$ cat src/rtl/instr_encoder.sv
// Packs symbolic MIPS-subset instruction requests into 32-bit words and queues
// them, tagged with a sequential word address, in a 2-entry output buffer.
module instr_encoder #(
    parameter int ADDR_W = 8
) (
    input  logic              clk,
    input  logic              rst,
    input  logic              in_valid,
    output logic              in_ready,
    input  logic [3:0]        in_class,
    input  logic [4:0]        in_rs,
    input  logic [4:0]        in_rt,
    input  logic [4:0]        in_rd,
    input  logic [15:0]       in_imm,
    input  logic [25:0]       in_target,
    output logic              out_valid,
    input  logic              out_ready,
    output logic [31:0]       out_instr,
    output logic [ADDR_W-1:0] out_addr,
    output logic              err_illegal,
    output logic [7:0]        err_count
);

    localparam logic [5:0] OP_RTYPE    = 6'h00;
    localparam logic [5:0] OP_ADDI     = 6'h08;
    localparam logic [5:0] OP_LW       = 6'h23;
    localparam logic [5:0] OP_SW       = 6'h2B;
    localparam logic [5:0] OP_BEQ      = 6'h04;
    localparam logic [5:0] OP_J        = 6'h02;
    localparam logic [5:0] FUNCT_ADD   = 6'h20;
    localparam logic [5:0] FUNCT_SUB   = 6'h22;
    localparam logic [5:0] FUNCT_AND   = 6'h24;
    localparam logic [5:0] FUNCT_OR    = 6'h25;
    localparam logic [5:0] FUNCT_SLT   = 6'h2A;

    // Result bit 32 flags a legal class; fields a class does not use never reach the word.
    function automatic logic [32:0] encode_word(
        input logic [3:0]  cls,
        input logic [4:0]  rs,
        input logic [4:0]  rt,
        input logic [4:0]  rd,
        input logic [15:0] imm,
        input logic [25:0] target
    );
        logic [32:0] res;
        res = 33'd0;
        case (cls)
            4'd0:    res = {1'b1, 32'd0};
            4'd1:    res = {1'b1, OP_RTYPE, rs, rt, rd, 5'd0, FUNCT_ADD};
            4'd2:    res = {1'b1, OP_RTYPE, rs, rt, rd, 5'd0, FUNCT_SUB};
            4'd3:    res = {1'b1, OP_RTYPE, rs, rt, rd, 5'd0, FUNCT_AND};
            4'd4:    res = {1'b1, OP_RTYPE, rs, rt, rd, 5'd0, FUNCT_OR};
            4'd5:    res = {1'b1, OP_RTYPE, rs, rt, rd, 5'd0, FUNCT_SLT};
            4'd6:    res = {1'b1, OP_ADDI, rs, rt, imm};
            4'd7:    res = {1'b1, OP_LW, rs, rt, imm};
            4'd8:    res = {1'b1, OP_SW, rs, rt, imm};
            4'd9:    res = {1'b1, OP_BEQ, rs, rt, imm};
            4'd10:   res = {1'b1, OP_J, target};
            default: res = {1'b0, 32'd0};
        endcase
        return res;
    endfunction

    logic [32:0]       enc_s;
    logic              push_s;
    logic              pop_s;
    logic              wr_s;
    logic              bad_s;
    logic [1:0]        count_nxt_s;
    logic              head_new_s;
    logic              head_shift_s;
    logic              tail_new_s;

    logic [1:0]        count_r;
    logic              in_ready_r;
    logic              out_valid_r;
    logic [31:0]       head_instr_r;
    logic [ADDR_W-1:0] head_addr_r;
    logic [31:0]       tail_instr_r;
    logic [ADDR_W-1:0] tail_addr_r;
    logic [ADDR_W-1:0] addr_r;
    logic              err_illegal_r;
    logic [7:0]        err_count_r;

    assign enc_s  = encode_word(in_class, in_rs, in_rt, in_rd, in_imm, in_target);
    assign push_s = in_valid & in_ready_r;
    assign pop_s  = out_valid_r & out_ready;
    assign wr_s   = push_s & enc_s[32];
    assign bad_s  = push_s & ~enc_s[32];

    // Next buffer occupancy and which buffer slots load this cycle.
    always_comb begin
        count_nxt_s  = count_r;
        head_new_s   = 1'b0;
        head_shift_s = 1'b0;
        tail_new_s   = 1'b0;
        case (count_r)
            2'd0: begin
                if (wr_s) begin
                    count_nxt_s = 2'd1;
                    head_new_s  = 1'b1;
                end else begin
                    count_nxt_s = 2'd0;
                end
            end
            2'd1: begin
                if (wr_s && pop_s) begin
                    count_nxt_s = 2'd1;
                    head_new_s  = 1'b1;
                end else if (wr_s) begin
                    count_nxt_s = 2'd2;
                    tail_new_s  = 1'b1;
                end else if (pop_s) begin
                    count_nxt_s = 2'd0;
                end else begin
                    count_nxt_s = 2'd1;
                end
            end
            2'd2: begin
                if (pop_s) begin
                    count_nxt_s  = 2'd1;
                    head_shift_s = 1'b1;
                end else begin
                    count_nxt_s = 2'd2;
                end
            end
            default: begin
                count_nxt_s = 2'd0;
            end
        endcase
    end

    // Occupancy and the handshake flags derived from it.
    always_ff @(posedge clk or posedge rst) begin
        if (rst) begin
            count_r     <= 2'd0;
            in_ready_r  <= 1'b1;
            out_valid_r <= 1'b0;
        end else begin
            count_r     <= count_nxt_s;
            in_ready_r  <= (count_nxt_s != 2'd2);
            out_valid_r <= (count_nxt_s != 2'd0);
        end
    end

    // Head and tail slots of the output buffer; the head drives the outputs directly.
    always_ff @(posedge clk or posedge rst) begin
        if (rst) begin
            head_instr_r <= 32'd0;
            head_addr_r  <= {ADDR_W{1'b0}};
            tail_instr_r <= 32'd0;
            tail_addr_r  <= {ADDR_W{1'b0}};
        end else begin
            if (head_new_s) begin
                head_instr_r <= enc_s[31:0];
                head_addr_r  <= addr_r;
            end else if (head_shift_s) begin
                head_instr_r <= tail_instr_r;
                head_addr_r  <= tail_addr_r;
            end
            if (tail_new_s) begin
                tail_instr_r <= enc_s[31:0];
                tail_addr_r  <= addr_r;
            end
        end
    end

    // Word address counter (wraps silently) and illegal-request reporting.
    always_ff @(posedge clk or posedge rst) begin
        if (rst) begin
            addr_r        <= {ADDR_W{1'b0}};
            err_illegal_r <= 1'b0;
            err_count_r   <= 8'd0;
        end else begin
            if (wr_s) begin
                addr_r <= addr_r + {{(ADDR_W-1){1'b0}}, 1'b1};
            end
            err_illegal_r <= bad_s;
            if (bad_s && (err_count_r != 8'd255)) begin
                err_count_r <= err_count_r + 8'd1;
            end
        end
    end

    assign in_ready    = in_ready_r;
    assign out_valid   = out_valid_r;
    assign out_instr   = head_instr_r;
    assign out_addr    = head_addr_r;
    assign err_illegal = err_illegal_r;
    assign err_count   = err_count_r;

endmodule

$ cat config.mk
export PLATFORM = sky130hd
export DESIGN_NAME = instr_encoder
export DESIGN_NICKNAME = d
export VERILOG_FILES = /design/src/rtl/instr_encoder.sv
export SDC_FILE = /design/constraint.sdc
export NUM_CORES = 1
export LEC_CHECK = 0
export ABC_AREA = 1
export BUFFER_PORTS_ARGS = -buffer_cell sky130_fd_sc_hd__buf_2
export CORE_ASPECT_RATIO = 1.1
export CORE_MARGIN = 8
export CORE_UTILIZATION = 45
export DETAILED_ROUTE_END_ITERATION = 8
export PLACE_DENSITY = 0.68
export REMOVE_ABC_BUFFERS = 1
export SETUP_SLACK_MARGIN = 0.5
export SLEW_MARGIN = 5
export SYNTH_ARGS = -nofsm -noshare
export SYNTH_HDL_FRONTEND = slang
export SYNTH_SLANG_ARGS = --single-unit
$ cat constraint.sdc
create_clock -name clk -period 8.5 [get_ports clk]
set_input_delay 1.7 -clock clk [delete_from_list [all_inputs] [get_ports clk]]
set_output_delay 1.7 -clock clk [all_outputs]
set_load 0.01 [all_outputs]
==> metrics.md <==
| Metric | Value |
|---|---|
| Avg Inst Size Synth | between 6 and 7 µm² |
| Power per cell area | 282 nW/µm² |
| Routed length per placed instance | 14.2 µm |
| Cell type contributing the most total cell area after synthesis | dfrtp_1 |
| Type of the worst setup path | primary input to register |
| Most common flop cell mapped by yosys | dfrtp_1 |
| Global-route wire length before repair | about 25000 µm |
| CTS Buffer Depth | 2 |
| CTS H-tree depth | 3 |
| Area share of the leading cell type in the synthesized netlist | a little over two fifths |
| Count of max-cap constraint violations | 0 |
| Share of synthesized area occupied by flip-flops and latches | between 40% and 50% |
| Largest net degree at the start of global routing | 58 |
| Via density per instance | roughly 5 |
| Library cell contributing the largest single delay on the critical path | inv_1 |
| Worst hold path type | register to register |
| Count of nets after finishing | approximately 1000 |
| HPWL Detailed | 10400 µm |
| Critical path capture point type | register |
| Most Frequent Cell on Critical Path | nand2_1 |
| Slew at the pin with the worst max-slew slack | ~1.1 ns |
| Highest layer used for signal routing | met4 |
| Die height | 133 µm |
| CP Buf/Inv Count | 4 |
| Final hold violation count | 0 |
| Number of setup violations in the final report | 0 |
| Relative area change from synthesis to final layout | 15.5% |
| Clock Root Buffer | clkbuf_16 |
| CTS-repair resized insts | 0 |
| Hold buffers post-CTS | 0 |
| Number of primary I/O pins | around 120 |
| Clock transition at path regs | 0.06 ns |
| Worst Path Arrival | approximately 4.9 ns |
| Placer congestion estimate | around 0.85 |
| Largest delay share family, worst path | buffers and inverters |
| Final worst path period share | 54.6% |
| Count of mapped cells out of synthesis | around 840 |
| Count of unique library cells instantiated by Yosys | 28 |
| Run status | finished clean |
| Drc violations | 0 |
| Die X | between 100 and 150 µm |
| Fraction of layout instances using a drive strength above 1 | 16.2% |
| Total number of vias | 5365 |
| Highest ir drop seen on vdd | around 0.14 mV |
| TritonCTS clock tree | yes |
| Post-Route M1 WL | 6850 µm |
| Initial detailed-routing violation count | roughly 390 |
| Starting Density | a little under half |
| WL final | about 15000 µm |
| # Post-CTS Setup Buffers | 0 |
| Type of origin of the critical path | primary input |
| Time the worst path needs with I/O delays and setup | between 4 and 5 ns |
| Worst EP required | just under 9 ns |
| Number of antenna violations at the first check in global routing | 0 |
| Inserted Clock Buffers | 9 |
| Row cnt | 43 |
| Share of synthesized flip-flops with an asynchronous set or reset | between 90% and 100% |
| Die area | roughly 16000 µm² |
| Synth area leaders | dfrtp_1 (43%), nand2_1 (28%), nand3_1 (6.3%) |
| Hold Worst Slack | approximately 0.48 ns |
| Setup repair after global routing missed its margin | false |
| Highest attainable clock frequency | ~220 MHz |
| Leading cell type in the layout, fill and taps excluded | nand2_1 |
| Number of pins with negative max-slew slack in the final report | 0 |
| Antenna diodes | 0 |
| Largest driver fanout on the critical path | between 40 and 50 |
| Met2 Routed Length | 7380 µm |
| Post-synth EDFFs | 0 |
| Delay of the slowest cell on the worst path | 1.19 ns |
| Fin Clk Skew | 0.00469 ns |
| Total of warnings raised by yosys | 0 |
| TritonCTS sink count | 97 |
| Met3 routed wirelength | just over 800 µm |
| Synth Cell Area | 5620 µm² |
| Clock latency reported for the late side of the worst-skew pair | between 0.3 and 0.4 ns |
| Iteration count of the initial detailed-routing pass | 5 |
| Number of buffer cells added on primary ports | 114 |
| Number of nets with antenna violations after routing | 0 |
| Ordered list of cells on the worst path | buf_2 > nand2_1 > nand2_1 > nand2_1 > nand2_1 > inv_2 > ha_1 > nand3_2 > inv_1 > a21oi_1 > inv_1 > nand2_1 |
| Static power due to leakage | between 3 and 4 nW |
| Commonest cells after routing, fill and taps aside | nand2_1 (426), buf_2 (114), dfrtp_1 (96) |
| Via count of the first global-routing pass | 4993 |
| Total global routing overflow | 0 |
| Overall Global Routing Usage | a little under a fifth |
| Placeable core region | ~12000 µm² |
| Register bit total from synthesis | 97 |
| Normalized max-slew margin | 24.1% |
| Summed negative setup slack over all endpoints | 0 ns |
## report_power, final
group          switching, mW  internal, mW  total, mW
combinational          0.410         0.231      0.641
sequential             0.127         0.656      0.783
clock                  0.166         0.242      0.407
## worst reg2reg max path, delay by kind of cell, from the launching register on
kind                     cells  cell delay [ns]
adder cells (fa/ha/maj)      1             0.19
AO/OA/AOI/OAI                1             0.13
buffers and inverters        4             1.59
AND/OR/NAND/NOR              4             0.97
flip-flops                   1             0.53
## state kept, by name, summed over array words and instances, names as in the netlist
register / count
out_instr: 30
out_valid: 1
err_illegal: 1
tail_instr_r: 30
in_ready: 1
tail_addr_r: 8
addr_r: 8
err_count: 8
count_r: 2
out_addr: 8
## stage by stage
stage          cell area [µm²]  cells  utilization, %  power [mW]  worst slack, ns
2_1_floorplan             5390    788               -        1.18             4.27
3_3_place_gp              6190   1063            50.1        1.42             3.62
3_5_place_dp              6190   1063            50.1        1.44             3.52
4_1_cts                   6490   1078            52.4        1.85             3.84
5_1_grt                   6490   1078            52.4        1.98             3.57
6_report                  6490   1078            52.4        1.83             3.86
## synth_stat cells, types with 2 or more instances
| cell | number |
|---|---|
| nand2_1 | 426 |
| buf_1 | 2 |
| o21ai_0 | 14 |
| a21boi_0 | 10 |
| inv_1 | 69 |
| nand2_2 | 3 |
| nand4_1 | 28 |
| inv_2 | 4 |
| xnor2_1 | 2 |
| buf_4 | 4 |
| buf_2 | 20 |
| nor3_1 | 4 |
| clkbuf_1 | 21 |
| dfrtp_1 | 96 |
| nor2_2 | 3 |
| nand3_1 | 71 |
| a21oi_1 | 4 |
| nor2_1 | 32 |
| xor2_1 | 11 |
| ha_1 | 4 |
## worst paths after layout
check	startpoint	cells past startpoint	slack (ns)	to
max	in_class[1]	12	3.86	in_ready
min in group asynchronous	rst	2	1.40	tail_instr_r[10]
max in group asynchronous	rst	3	5.98	tail_instr_r[17]
min reg2reg	tail_instr_r[15]	2	0.48	tail_instr_r[15]
min	tail_instr_r[15]	2	0.48	tail_instr_r[15]
max reg2reg	in_ready	10	5.01	in_ready
## cell families (layout without fill, tap and decap cells)
kind of cell / Yosys count / after routing / share of synthesized area (%)
other: 1 / 1 / 0.0668
flip-flops: 97 / 97 / 43.2
XOR/XNOR: 13 / 13 / 2.03
AO/OA/AOI/OAI: 29 / 29 / 3.05
buffers and inverters: 121 / 206 / 8.93
AND/OR/NAND/NOR: 571 / 571 / 41.8
adder cells (fa/ha/maj): 4 / 4 / 0.891
## final cells by class
cell class / count / area [µm²]
clock buffer: 12 / 256
clock inverter: 3 / 40.0
fill: 1280 / 5880
inverter: 73 / 277
multi-input combinational: 618 / 2690
sequential: 97 / 2430
tap: 157 / 196
timing repair buffer: 118 / 601
## metal layers
| metal | track usage, % | vias up |
|---|---|---|
| met1 | 25.6 | 2484 |
| li1 | - | 2734 |
| met5 | 0 | - |
| met3 | 3.47 | 16 |
| met4 | 5.83 | 0 |
| met2 | 30.6 | 131 |
No activity file was read; power rests on OpenSTA's default activity.
